`src/rtl/core_pkg.sv`:
```
`default_nettype none
// ============================================================================
// Module      : core_pkg
// Description : Shared definitions for the 5-stage RV32I core. Holds the
//               execute-stage operand-forwarding encodings, the register
//               index width, the hazard-unit stage shadow records and a
//               small helper used by the forwarding logic.
// Revision    : 1.0 - initial release
// ============================================================================
package core_pkg;

    // Register-file index width (32 architectural registers)
    localparam int REG_AW = 5;

    // Operand-select codes shared with the execute-stage operand muxes
    localparam logic [1:0] FWD_RF  = 2'b00;   // register-file read data
    localparam logic [1:0] FWD_WB  = 2'b01;   // ResultW (writeback)
    localparam logic [1:0] FWD_MEM = 2'b10;   // ALUResultM (memory stage)

    // Shadow of the instruction currently in the execute stage
    typedef struct packed {
        logic [REG_AW-1:0] rs1;
        logic [REG_AW-1:0] rs2;
        logic [REG_AW-1:0] rd;
        logic              regwrite;
        logic              load;
        logic              valid;
    } ex_rec_t;

    // Shadow of the instructions in the memory and writeback stages
    typedef struct packed {
        logic [REG_AW-1:0] rd;
        logic              regwrite;
        logic              load;
        logic              valid;
    } mw_rec_t;

    // A stage can supply a forwarded value only if it really writes a
    // register other than x0 (x0 is hardwired to zero).
    function automatic logic fwd_eligible(input logic              valid,
                                          input logic              regwrite,
                                          input logic [REG_AW-1:0] rd);
        return valid & regwrite & (rd != '0);
    endfunction

endpackage : core_pkg
`default_nettype wire

```
`src/rtl/sat_counter.sv`:
```
`default_nettype none
// ============================================================================
// Module      : sat_counter
// Description : Event counter that increments by one per cycle while i_inc
//               is high and sticks at all-ones instead of wrapping.
// Ports       : clk     - clock, rising edge
//               rst_n   - asynchronous active-low reset (count -> 0)
//               i_inc   - count this cycle
//               o_count - current count
// Revision    : 1.0 - initial release
// ============================================================================
module sat_counter #(
    parameter int WIDTH = 32
) (
    input  logic             clk,
    input  logic             rst_n,
    input  logic             i_inc,
    output logic [WIDTH-1:0] o_count
);

    localparam logic [WIDTH-1:0] c_max = {WIDTH{1'b1}};

    logic [WIDTH-1:0] r_count;

    always_ff @(posedge clk or negedge rst_n) begin
        if (!rst_n) begin
            r_count <= '0;
        end else if (i_inc && (r_count != c_max)) begin
            r_count <= r_count + 1'b1;
        end
    end

    assign o_count = r_count;

endmodule : sat_counter
`default_nettype wire

```
`src/rtl/hazard_ctrl.sv`:
```
`default_nettype none
// ============================================================================
// Module      : hazard_ctrl
// Description : Pipeline hazard controller for the 5-stage RV32I core.
//               Keeps a shadow of the destination/source indices of the
//               instructions in E, M and W, selects execute-stage operand
//               forwarding, detects load-use hazards and taken branches,
//               and drives stall/flush to the IF/ID and ID/EX registers.
//               Stall cycles and branch flushes are counted (saturating).
// Ports       : clk, rst_n            - clock / async active-low reset
//               Rs1D, Rs2D, RdD       - decode-stage register indices
//               RegWriteD, LoadD      - decode instruction attributes
//               ValidD                - decode slot holds a real instruction
//               PCSrcE                - taken branch/jump resolved in E
//               ForwardAE, ForwardBE  - execute operand selects
//               StallF, StallD        - hold PC / IF-ID register
//               FlushD, FlushE        - clear IF-ID / ID-EX register
//               StallCnt, FlushCnt    - saturating event counters
// Revision    : 1.0 - initial release
// ============================================================================
module hazard_ctrl #(
    parameter int REG_AW = 5,
    parameter int CNT_W  = 32
) (
    input  logic              clk,
    input  logic              rst_n,
    input  logic [REG_AW-1:0] Rs1D,
    input  logic [REG_AW-1:0] Rs2D,
    input  logic [REG_AW-1:0] RdD,
    input  logic              RegWriteD,
    input  logic              LoadD,
    input  logic              ValidD,
    input  logic              PCSrcE,
    output logic [1:0]        ForwardAE,
    output logic [1:0]        ForwardBE,
    output logic              StallF,
    output logic              StallD,
    output logic              FlushD,
    output logic              FlushE,
    output logic [CNT_W-1:0]  StallCnt,
    output logic [CNT_W-1:0]  FlushCnt
);

    import core_pkg::*;

    // ------------------------------------------------------------------
    // Stage shadow records
    // ------------------------------------------------------------------
    ex_rec_t r_e;
    mw_rec_t r_m;
    mw_rec_t r_w;

    logic w_lw_stall;
    logic w_stall;
    logic w_flush_d;
    logic w_flush_e;
    logic w_m_fwd;
    logic w_w_fwd;

    // The load flag is carried into W only so the record layout is uniform;
    // nothing downstream of M needs it.
    logic w_unused_wload;
    assign w_unused_wload = r_w.load;

    always_ff @(posedge clk or negedge rst_n) begin
        if (!rst_n) begin
            r_e <= '0;
            r_m <= '0;
            r_w <= '0;
        end else begin
            r_w <= r_m;
            r_m <= '{rd: r_e.rd, regwrite: r_e.regwrite,
                     load: r_e.load, valid: r_e.valid};
            // E always advances; a stall is realised as a bubble in E
            // while the decode instruction is held upstream.
            if (w_flush_e) begin
                r_e <= '0;
            end else begin
                r_e <= '{rs1: Rs1D, rs2: Rs2D, rd: RdD, regwrite: RegWriteD,
                         load: LoadD, valid: ValidD};
            end
        end
    end

    // ------------------------------------------------------------------
    // Forwarding. A load in M has no data yet, so it never sources a
    // forward; the load-use stall keeps a dependent out of E that cycle.
    // ------------------------------------------------------------------
    assign w_m_fwd = fwd_eligible(r_m.valid, r_m.regwrite, r_m.rd) & ~r_m.load;
    assign w_w_fwd = fwd_eligible(r_w.valid, r_w.regwrite, r_w.rd);

    always_comb begin
        ForwardAE = FWD_RF;
        if (w_m_fwd && (r_m.rd == r_e.rs1)) begin
            ForwardAE = FWD_MEM;
        end else if (w_w_fwd && (r_w.rd == r_e.rs1)) begin
            ForwardAE = FWD_WB;
        end

        ForwardBE = FWD_RF;
        if (w_m_fwd && (r_m.rd == r_e.rs2)) begin
            ForwardBE = FWD_MEM;
        end else if (w_w_fwd && (r_w.rd == r_e.rs2)) begin
            ForwardBE = FWD_WB;
        end
    end

    // ------------------------------------------------------------------
    // Stall / flush. Gated by rst_n so reset silences them immediately,
    // including the PCSrcE-driven flushes which come straight from an input.
    // ------------------------------------------------------------------
    assign w_lw_stall = r_e.valid & r_e.load & (r_e.rd != '0) & ValidD &
                        ((r_e.rd == Rs1D) | (r_e.rd == Rs2D));

    // A taken branch discards the stalled decode instruction, so it wins.
    assign w_stall   = rst_n & w_lw_stall & ~PCSrcE;
    assign w_flush_d = rst_n & PCSrcE;
    assign w_flush_e = rst_n & (w_lw_stall | PCSrcE);

    assign StallF = w_stall;
    assign StallD = w_stall;
    assign FlushD = w_flush_d;
    assign FlushE = w_flush_e;

    // ------------------------------------------------------------------
    // Performance counters
    // ------------------------------------------------------------------
    sat_counter #(
        .WIDTH (CNT_W)
    ) u_stall_cnt (
        .clk     (clk),
        .rst_n   (rst_n),
        .i_inc   (w_stall),
        .o_count (StallCnt)
    );

    sat_counter #(
        .WIDTH (CNT_W)
    ) u_flush_cnt (
        .clk     (clk),
        .rst_n   (rst_n),
        .i_inc   (w_flush_d),
        .o_count (FlushCnt)
    );

endmodule : hazard_ctrl
`default_nettype wire

```
`config.mk`:
```
export PLATFORM = sky130hd
export DESIGN_NAME = hazard_ctrl
export DESIGN_NICKNAME = d
export VERILOG_FILES = /design/src/rtl/core_pkg.sv /design/src/rtl/sat_counter.sv /design/src/rtl/hazard_ctrl.sv
export SDC_FILE = /design/constraint.sdc
export NUM_CORES = 1
export LEC_CHECK = 0
export CAP_MARGIN = 20
export CORE_MARGIN = 2
export CORE_UTILIZATION = 50
export CTS_CLUSTER_DIAMETER = 30
export DETAILED_ROUTE_END_ITERATION = 10
export GPL_ROUTABILITY_DRIVEN = 1
export PLACE_DENSITY = 0.9
export SYNTH_ARGS = -nofsm -noshare
export SYNTH_HDL_FRONTEND = slang
export SYNTH_HIERARCHICAL = 1
export SYNTH_SLANG_ARGS = --single-unit
```
`constraint.sdc`:
```
create_clock -name clk -period 4.7 [get_ports clk]
set_input_delay 1.41 -clock clk [delete_from_list [all_inputs] [get_ports clk]]
set_output_delay 1.41 -clock clk [all_outputs]
set_load 0.005 [all_outputs]
```
==> implementation parameters, run 1 <==
Parameter                              Value

Outcome
  Result of the run ... finished clean

Critical path
  Maximum fanout encountered on the critical timing path ... 3
  CP Data Required Time ... 3.29 ns
  Most used cell along the critical path ... sky130_fd_sc_hd__clkdlybuf4s50_1
  Biggest cell delay along the critical path ... 0.50 ns
  Type of the worst setup path ... in2out
  Worst endpoint data arrival time ... 3.22 ns
  CP endpoint kind ... output port
  Critical-path cell list ... clkdlybuf4s50_1 > xnor2_1 > nand3_1 > o22a_1 > nor3_2 > buf_4 > clkdlybuf4s50_1
  CP Launch Type ... input port
  Critical path's slowest cell ... sky130_fd_sc_hd__clkdlybuf4s50_1

Synth
  Synthesis-stage register bit count ... 97
  Count of warnings emitted by yosys ... 6
  Leading post-synthesis cells by instance count ... sky130_fd_sc_hd__dfrtp_1 (97), sky130_fd_sc_hd__xnor2_1 (64), sky130_fd_sc_hd__nand2_1 (53), sky130_fd_sc_hd__nand3_1 (34), sky130_fd_sc_hd__nand4_1 (31)
  Portion of the post-synthesis area used by sequential elements ... 51.7%
  FFs w/ async S/R, synth ... 100%
  Fraction of synthesized cell area taken by the top area cell type ... 51.7%
  Count of flip-flops with a built-in enable after synthesis ... 0
  Net count after synthesis ... between 400 and 500
  Most instantiated library cell after synthesis ... sky130_fd_sc_hd__dfrtp_1
  Cell accounting for the most synthesized area ... sky130_fd_sc_hd__dfrtp_1
  Top_reg_cell synth ... sky130_fd_sc_hd__dfrtp_1
  Count of different cell masters after synthesis ... 37
  Post-synth design cell area ... 0.00470 sq mm
  Cell types with the largest area share after synthesis ... sky130_fd_sc_hd__dfrtp_1 (52%), sky130_fd_sc_hd__xnor2_1 (12%), sky130_fd_sc_hd__xor2_1 (4.5%), sky130_fd_sc_hd__nand2_1 (4.2%), sky130_fd_sc_hd__nand4_1 (4.1%)
  Synthesized instance count ... roughly 430
  Mean instance size in the synthesized netlist ... 10.8 sq um

Drt
  Drt pass-1 iters ... 6
  Routed wire length per instance ... 16.8 um
  Routed metal-1 wirelength ... 4820 um
  Highest metal layer with signal wires ... met4
  Count of vias placed by the detailed router ... between 3k and 4k
  Routed Wire Length ... ~11000 um
  Total DRC errors in the routed layout ... 0
  DRT antenna net count ... 0
  Met2 wire length ... 5430 um
  Drt via density ... 5.70
  DRC violation total after the first TritonRoute iteration ... 158
  Detailed-routed wire length on met3 ... 570 um

Floorplanning
  Core Footprint ... around 0.0092 sq mm
  Cell row count ... 35
  Effective utilization at floorplan ... about half
  I/O Pins ... 93
  Die Outline Area ... between 0.01 and 0.015 sq mm
  Floorplan die height ... 101 um
  Horizontal die dimension ... 101 um

Placed design
  Half-perimeter wire length after placement ... slightly below 8000 um
  Gpl congestion ... 0.856
  Number of buffers added on ports ... about 90

Pwr
  Lkg Pwr ... 0.00246 uW
  Worst-case vdd ir drop ... 0.171 mV
  Power Density ... 290 mW/mm^2

Global route
  Overall track demand over capacity in global routing ... 22.3%
  Pin count of the biggest net entering global routing ... 51
  Global-route wire length before repair ... 18000 um
  Number of antenna violations at the first check in global routing ... 0
  Number of global-route vias before repair ... 3726
  Sum of overflow across all layers after global routing ... 0

STA
  Final hold slack ... approximately 0.36 ns
  Pins Over Slew Limit ... 0
  Portion of the clock cycle consumed by the worst path in the final layout ... 98.5%
  Final sum of negative setup slack ... 0 ns
  Number of hold-slack violations in the final timing report ... 0
  Clock Skew ... 0.00683 ns
  Timing-limited maximum frequency ... 0.216 GHz
  Relative slew margins ... 51.9%
  Actual transition at the worst max-transition pin ... around 0.7 ns
  Setup violation total in the final timing report ... 0
  Unrepaired setup endpoints after global routing ... no
  Min cycle time layout ... 4.63 ns

CTS
  Clock transition at the registers of the reported paths ... around 0.090 ns
  Clock buffer count from CTS ... 9
  Worst-skew pair later-pin latency ... 0.35 ns
  Number of buffers added for setup after CTS ... 0
  Level count of the clock H-tree ... 3
  Hold-fix buffers at CTS ... 0
  Maximum buffer depth of the clock tree ... 2
  CTS Root Cell ... sky130_fd_sc_hd__clkbuf_8
  Total number of clock tree sinks ... between 90 and 100
  CTS tree ... yes

Job
  Reported max-cap violation count ... 0

Final layout
  Final antenna diode count ... 0
  Count of filler cells inserted in the layout ... 731
  Layout cells sized above 1 ... under 10%
  Area added between synthesis and finish ... 27.3%
  Post-layout net count ... 558

Worst hold path
  Type of the tightest min-delay check ... reg2reg
-- where the power goes --
| group | internal (uW) | leakage (uW) | switching [uW] | total (uW) |
|---|---|---|---|---|
| combinational | 114 | 0.00106 | 91.3 | 205 |
| sequential | 878 | 0.00129 | 63.1 | 941 |
| clock | 302 | 0.000107 | 286 | 588 |
| total | 1290 | 0.00246 | 440 | 1730 |
-- placed cells by master (no fill, tap or decap), drive strengths merged, types with 4 or more instances in the layout --
master / instances
a21oi: 23
and3: 4
and4: 8
buf: 8
clkbuf: 10
clkdlybuf4s50: 90
dfrtp: 97
inv: 6
mux2: 4
nand2: 55
nand3: 36
nand4: 33
nor2: 19
nor3: 12
nor4: 14
o211ai: 5
or4: 8
xnor2: 64
xor2: 24
-- path summary, 6_finish.rpt --
path,from,end,slack [ns],cells past startpoint
min in group asynchronous,rst_n,r_e[4],0.84,1
setup / recovery,Rs2D[0],StallF,0.07,7
setup reg to reg,r_e[6],u_stall_cnt/o_count[29],1.86,11
hold reg to reg,r_e[2],r_m[2],0.36,0
max in group asynchronous,rst_n,u_flush_cnt/o_count[18],2.49,3
hold / removal,r_e[2],r_m[2],0.36,0
-- through the flow --
stage          util, %  setup WS [ns]  power (uW)  cells  instance area [sq um]
6_report          65.0         0.0684        1730    651                   5980
5_1_grt           65.0        0.00515        1810    651                   5980
4_1_cts           65.0         0.0196        1750    651                   5970
3_5_place_dp      62.5        -0.0362        1160    635                   5750
3_3_place_gp      62.5         0.0213        1150    635                   5750
2_1_floorplan        -          0.442        1040    434                   4700
-- area by class of cell --
cell class	instances	area [sq um]	area share [%]
inverter	5	18.8	0.314
multi-input combinational	323	2200	36.8
sequential	97	2430	40.6
clock buffer	10	128	2.14
clock inverter	6	90.1	1.51
timing repair buffer	99	973	16.3
tap	111	139	2.32
-- timing repair --
action,in CTS,in global routing
endpoints found under the setup margin,2,2
cloned,0,0
resized for setup,1,1
pin swaps,0,3
-- metal layers --
layer | track usage, % | vias up
li1 | - | 1751
met1 | 30.1 | 1816
met2 | 36.8 | 133
met3 | 4.51 | 12
met4 | 6.34 | 0
met5 | 0 | -
-- registers in the layout, indices dropped and copies added (netlist names) --
name,flops
r_e,18
r_m,8
r_w,7
u_flush_cnt/o_count,32
u_stall_cnt/o_count,32
-- worst max-delay path: cells and delay by family --
| kind | cells | cell delay [ns] |
|---|---|---|
| AOI/OAI and AO/OA | 1 | 0.24 |
| xor gates and xnor gates | 1 | 0.12 |
| buffers and inverters | 3 | 1.17 |
| and+or+nand+nor | 2 | 0.29 |
-- logic make-up (layout without fill, tap and decap cells) --
kind of cell	after synthesis	after routing	synth area share, %
xor gates and xnor gates	88	88	16.4
muxes	4	4	0.959
AOI/OAI and AO/OA	36	36	5.17
adders and majority gates	2	2	0.533
DFF	97	97	51.7
and+or+nand+nor	193	193	23.7
buffers and inverters	14	120	1.55
No activity file was read; power rests on OpenSTA's default activity.
==> run 2: changes to the inputs <==
GPL_TIMING_DRIVEN = 0   (was not set)
REMOVE_ABC_BUFFERS = 1   (was not set)
==> run 2 against run 1 <==
  * Fmax fell by 0.79%
  * Sequential share of layout area is 0.65 points lower
  * Wire length rose by 1.3%
  * Sequential power about the same
==> implementation parameters, run 2 (synthesis gave the netlist of run 1 again) <==
Parameter                              Value

Outcome
  Result of the run ... finished clean

Global route
  Sum of overflow across all layers after global routing ... 0
  Number of global-route vias before repair ... 3675
  Pin count of the biggest net entering global routing ... 38
  Overall track demand over capacity in global routing ... 22.2%
  Global-route wire length before repair ... about 18000 um
  Number of antenna violations at the first check in global routing ... 0

Placed design
  Number of buffers added on ports ... 92
  Gpl congestion ... 0.884
  Placed cell count ... 631
  Half-perimeter wire length after placement ... 7920 um
  Cell area after placement ... roughly 0.0057 sq mm

Critical path
  CP endpoint kind ... output port
  Worst endpoint data arrival time ... between 3 and 4 ns
  FF-to-FF setup slack ... 1.85 ns
  CP Launch Type ... input port
  Critical-path cell list ... clkdlybuf4s50_1 > xnor2_2 > nand3_1 > o22a_1 > o21ai_0 > clkdlybuf4s50_1
  Maximum fanout encountered on the critical timing path ... 2
  Cell type group with the largest total delay on the critical path ... buffers and inverters
  Critical path's slowest cell ... sky130_fd_sc_hd__clkdlybuf4s50_1
  Total buffers and inverters traversed by the critical path ... 2
  CP Data Required Time ... 3.29 ns
  Biggest cell delay along the critical path ... ~0.58 ns
  Type of the worst setup path ... in2out
  Most used cell along the critical path ... sky130_fd_sc_hd__clkdlybuf4s50_1

Pwr
  Lkg Pwr ... 0.00253 uW
  Power Density ... between 200 and 300 mW/mm^2
  Worst-case vdd ir drop ... around 0.16 mV

STA
  Actual transition at the worst max-transition pin ... 0.633 ns
  Portion of the clock cycle consumed by the worst path in the final layout ... 99.3%
  Number of hold-slack violations in the final timing report ... 0
  Final hold slack ... around 0.36 ns
  Pins Over Slew Limit ... 0
  Clock Skew ... 0.0121 ns
  Setup violation total in the final timing report ... 0
  Relative slew margins ... 57.4%
  Timing-limited maximum frequency ... between 0.2 and 0.25 GHz
  Unrepaired setup endpoints after global routing ... no
  Min cycle time layout ... roughly 4.7 ns

Drt
  Total DRC errors in the routed layout ... 0
  Routed wire length per instance ... 17.0 um
  Drt via density ... 5.77
  Drt pass-1 iters ... 5
  Count of vias placed by the detailed router ... 3748
  DRC violation total after the first TritonRoute iteration ... 260
  DRT antenna net count ... 0
  Routed Wire Length ... 11100 um

CTS
  CTS tree ... yes
  Total number of clock tree sinks ... 97
  Clock buffer count from CTS ... 9
  Clock transition at the registers of the reported paths ... 0.08 ns
  Maximum buffer depth of the clock tree ... 2
  Level count of the clock H-tree ... 3
  CTS Root Cell ... sky130_fd_sc_hd__clkbuf_8
  Worst-skew pair later-pin latency ... 0.35 ns

Job
  Reported max-cap violation count ... 0

Floorplanning
  Floorplan die height ... 101 um
  Horizontal die dimension ... 101 um
  Core Footprint ... roughly 0.009 sq mm
  Cell row count ... 35
  Effective utilization at floorplan ... between 50% and 60%
  I/O Pins ... 93
  Die Outline Area ... between 0.01 and 0.015 sq mm

Worst hold path
  Type of the tightest min-delay check ... reg2reg

Final layout
  Area added between synthesis and finish ... 29.4%
  Commonest cells after routing, fill and taps aside ... sky130_fd_sc_hd__dfrtp_1 (97), sky130_fd_sc_hd__clkdlybuf4s50_1 (89), sky130_fd_sc_hd__xnor2_1 (63)
  Layout cells sized above 1 ... 9.65%
  Post-layout net count ... 558
  Final antenna diode count ... 0
  Final non-filler cell total ... 650
  Final non-filler cell area ... 0.00607 sq mm
  Most common library cell in the layout ignoring fill and taps ... sky130_fd_sc_hd__dfrtp_1
-- run 2: cell types whose count changed in the layout (fill, tap and decap cells not counted), sizes merged, moves of 2 or more --
cell and delta:
clkinvlp +2, clkinv -2, bufbuf +2, buf -2
-- run 2: what timing repair did --
action                                  CTS  global route
hold buffers                              0             0
resized for setup                         6             5
pin swaps                                 1             0
endpoints found under the setup margin   17             3
buffers inserted                          2             0
cloned                                    2             0
-- run 2: stage by stage --
step	setup slack (ns)	TNS, ns	power, uW	utilization [%]
2_1_floorplan	0.282	0	1030	-
3_3_place_gp	-4.78	-401.01	1150	62.0
6_report	0.0316	0	1710	66.1
5_1_grt	0.00565	0	1780	66.1
3_5_place_dp	-1.35	-15.00	1170	62.4
4_1_cts	0.0676	0	1730	65.8
-- run 2: worst reg2reg max path, delay by kind of cell (launching register included) --
family	cells	cell delay [ns]
AOI/OAI and AO/OA	1	0.27
buffers and inverters	1	0.19
xor gates and xnor gates	2	0.40
and+or+nand+nor	6	1.47
DFF	1	0.44
-- run 2: per-layer routing --
layer / GRT usage, % / wire (um)
met1: 28.7 / 4630
met2: 38.2 / 5600
met3: 2.57 / 598
met4: 8.94 / 250
met5: 0 / 0
-- run 2: final cells by class --
class | instances | area, sq um
tap | 111 | 139
fill | 702 | 3120
inverter | 5 | 18.8
clock inverter | 4 | 52.6
timing repair buffer | 99 | 1060
multi-input combinational | 323 | 2230
sequential | 97 | 2430
clock buffer | 11 | 151
-- run 2: power by group --
group          total, uW  switching [uW]  internal (uW)
combinational        225             101            124
clock                551             279            272
sequential           938            59.6            878
-- run 2: worst paths after layout --
kind                            startpoint                      end  cells past startpoint
worst max-delay path               Rs1D[1]                   FlushE                      6
worst min-delay path                r_e[2]                   r_m[2]                      0
worst max register to register      r_e[3]  u_stall_cnt/o_count[29]                     10
worst min register to register      r_e[2]                   r_m[2]                      0
max in group asynchronous            rst_n                   r_m[0]                      2
min in group asynchronous            rst_n   u_flush_cnt/o_count[5]                      1
==> run 3: changes to the inputs <==
CORE_ASPECT_RATIO = 0.5   (was not set)
PLACE_DENSITY = 0.85   (was 0.9)
==> run 3 against run 2 <==
  * Critical path depth stayed put
  * Clock power is 27% higher
  * Clock skew is 0.0053 ns lower
  * Die area is 0.46% higher
  * Critical path type unchanged
  * Clock-buffer cell count is 1 higher
  * Flip-flop and latch count stayed put
  * Via count is 3.9% higher
  * Final cell count is 1.2% higher
==> implementation parameters, run 3 (synthesis gave the netlist of run 1 again) <==
Parameter                              Value

STA
  Pins Over Slew Limit ... 0
  Actual transition at the worst max-transition pin ... 0.737 ns
  Portion of the clock cycle consumed by the worst path in the final layout ... 99.2%
  Final hold slack ... 0.386 ns
  Min cycle time layout ... 4.66 ns
  Worst Slack Setup Final ... 0.0384 ns
  Timing-limited maximum frequency ... 0.215 GHz
  Setup violation total in the final timing report ... 0
  Relative slew margins ... 50.8%
  Clock Skew ... 0.00682 ns
  Number of hold-slack violations in the final timing report ... 0
  Final sum of negative setup slack ... 0 ns

Placed design
  Post-placement worst setup slack ... -1.29 ns
  Cell area after placement ... ~0.0058 sq mm
  Gpl congestion ... 0.885
  Number of buffers added on ports ... 92
  Half-perimeter wire length after placement ... 8200 um

Floorplanning
  Core Footprint ... 0.00892 sq mm
  Floorplan die height ... approximately 73 um
  Horizontal die dimension ... 141 um
  I/O Pins ... 93
  Effective utilization at floorplan ... a little over half
  Cell row count ... 24
  Die Outline Area ... 0.0102 sq mm

Pwr
  Int Power ... 1390 uW
  Switching Power ... 471 uW
  Power Density ... 301 mW/mm^2
  Worst-case vdd ir drop ... approximately 0.21 mV
  Final Total Pwr ... around 1900 uW
  Sequential cell fraction of total power ... 50.6%
  Switching share of total power ... between 20% and 30%
  Lkg Pwr ... roughly 0.0026 uW
  Logic gate share of total power ... a little under an eighth
  Clock network fraction of design power ... 37.5%

Drt
  Total DRC errors in the routed layout ... 0
  Count of vias placed by the detailed router ... ~3.9k
  Drt via density ... 5.92
  DRC violation total after the first TritonRoute iteration ... between 300 and 400
  Drt pass-1 iters ... 5
  Routed Wire Length ... 12400 um
  DRT antenna net count ... 0
  Routed wire length per instance ... 18.8 um

CTS
  Clock transition at the registers of the reported paths ... 0.07 ns
  Total number of clock tree sinks ... just under 100
  Worst-skew pair later-pin latency ... between 0.3 and 0.4 ns
  CTS Root Cell ... sky130_fd_sc_hd__clkbuf_16
  Clock buffer count from CTS ... 9
  CTS tree ... yes
  Level count of the clock H-tree ... 3
  Maximum buffer depth of the clock tree ... 2

Worst hold path
  Worst min-delay path startpoint ... r_e[2]
  Worst hold path cell count ... 0
  Min-Delay Endpoint ... r_m[2]
  Type of the tightest min-delay check ... reg2reg

Final layout
  Final antenna diode count ... 0
  Commonest cells after routing, fill and taps aside ... sky130_fd_sc_hd__dfrtp_1 (97), sky130_fd_sc_hd__clkdlybuf4s50_1 (88), sky130_fd_sc_hd__xnor2_1 (61)
  Most common library cell in the layout ignoring fill and taps ... sky130_fd_sc_hd__dfrtp_1
  Layout cells sized above 1 ... between 10% and 20%
  Final non-filler cell area ... 0.00618 sq mm
  Area added between synthesis and finish ... 31.6%
  Count of filler cells inserted in the layout ... 635
  Post-layout net count ... 559

Critical path
  CP endpoint kind ... output port
  CP Launch Type ... input port
  Worst r2r dst ... u_stall_cnt/o_count[29]
  Worst endpoint data arrival time ... ~3.3 ns
  RR Startpoint ... r_e[6]
  Type of the worst setup path ... in2out
  FF-to-FF setup slack ... roughly 1.6 ns
  Register-to-Register Path Depth ... 11
  Maximum fanout encountered on the critical timing path ... 2
  CP Data Required Time ... 3.29 ns

Global route
  M3 GR Usage ... 7.13%
  Pin count of the biggest net entering global routing ... 39
  Busiest grt layer ... met2
  Met2 Track Usage GR ... 42.0%
  Global-route wire length before repair ... 19100 um
  Number of antenna violations at the first check in global routing ... 0
  Number of global-route vias before repair ... 3782
  Sum of overflow across all layers after global routing ... 0
  Met1 track demand over resource in global routing ... around 30%
  Overall track demand over capacity in global routing ... 24.5%

Outcome
  Result of the run ... finished clean

Job
  Reported max-cap violation count ... 0
==> run 3: cell types whose count changed in the layout (fill, tap and decap cells not counted), sizes merged <==
cell and delta:
clkbuf +2, buf +1, bufinv -1, clkinv +4
clkdlybuf4s50 -1, dlymetal6s2s +1, clkinvlp -3, bufbuf -1
==> run 3: stage by stage <==
step           util [%]  cells
4_1_cts            68.6    656
2_1_floorplan         -    425
3_3_place_gp       64.0    634
6_report           69.3    658
3_5_place_dp       64.5    637
5_1_grt            69.3    658
==> run 3: power by group through the flow <==
stage	Combinational (uW)	Sequential, uW	Clock, uW
2_1_floorplan	90.7	944	0
3_3_place_gp	196	951	0
3_5_place_dp	207	956	0
4_1_cts	218	941	703
5_1_grt	243	951	744
6_report	222	942	698
==> run 3: how the worst max path moves through the flow <==
| stage | from | to | slack (ns) | cells past startpoint |
|---|---|---|---|---|
| global placement | rst_n | StallD | -5.00 | 6 |
| global route | Rs2D[0] | FlushE | -0.03 | 6 |
| floorplan | rst_n | StallD | 0.28 | 4 |
| detailed placement | rst_n | StallD | -1.29 | 7 |
| CTS | rst_n | StallD | 0.02 | 7 |
| finish | Rs1D[3] | FlushE | 0.04 | 6 |
==> run 3: final cells by class <==
class                           count  area (sq um)  share of cell area (%)
Timing Repair Buffer              100          1060                    17.1
Tap cell                          117           146                    2.37
Sequential cell                    97          2430                    39.3
Clock buffer                       12           256                    4.15
Clock inverter                      4          27.5                   0.445
Multi-Input combinational cell    323          2240                    36.3
Inverter                            5          18.8                   0.304
==> run 3: worst max-delay path, cell delays in order <==
cell                              delay, ns
sky130_fd_sc_hd__clkdlybuf4s50_1       0.58
sky130_fd_sc_hd__xnor2_2               0.15
sky130_fd_sc_hd__nand2_1               0.11
sky130_fd_sc_hd__o22a_1                0.25
sky130_fd_sc_hd__o21ai_0               0.21
sky130_fd_sc_hd__clkdlybuf4s50_1       0.54
==> run 3: per-layer routing <==
metal	up-vias	wire, um
met1	1902	4980
met2	187	6090
met4	0	406
li1	1765	-
met5	-	0
met3	42	899
==> run 3: repair_timing <==
action                                  in CTS  in global routing
hold buffers                                 0                  0
hold endpoints to repair                     0                  0
gates cloned                                 1                  1
pin swaps                                    1                  2
setup buffers                                2                  1
endpoints found under the setup margin      17                  3
resized for setup                            6                  6
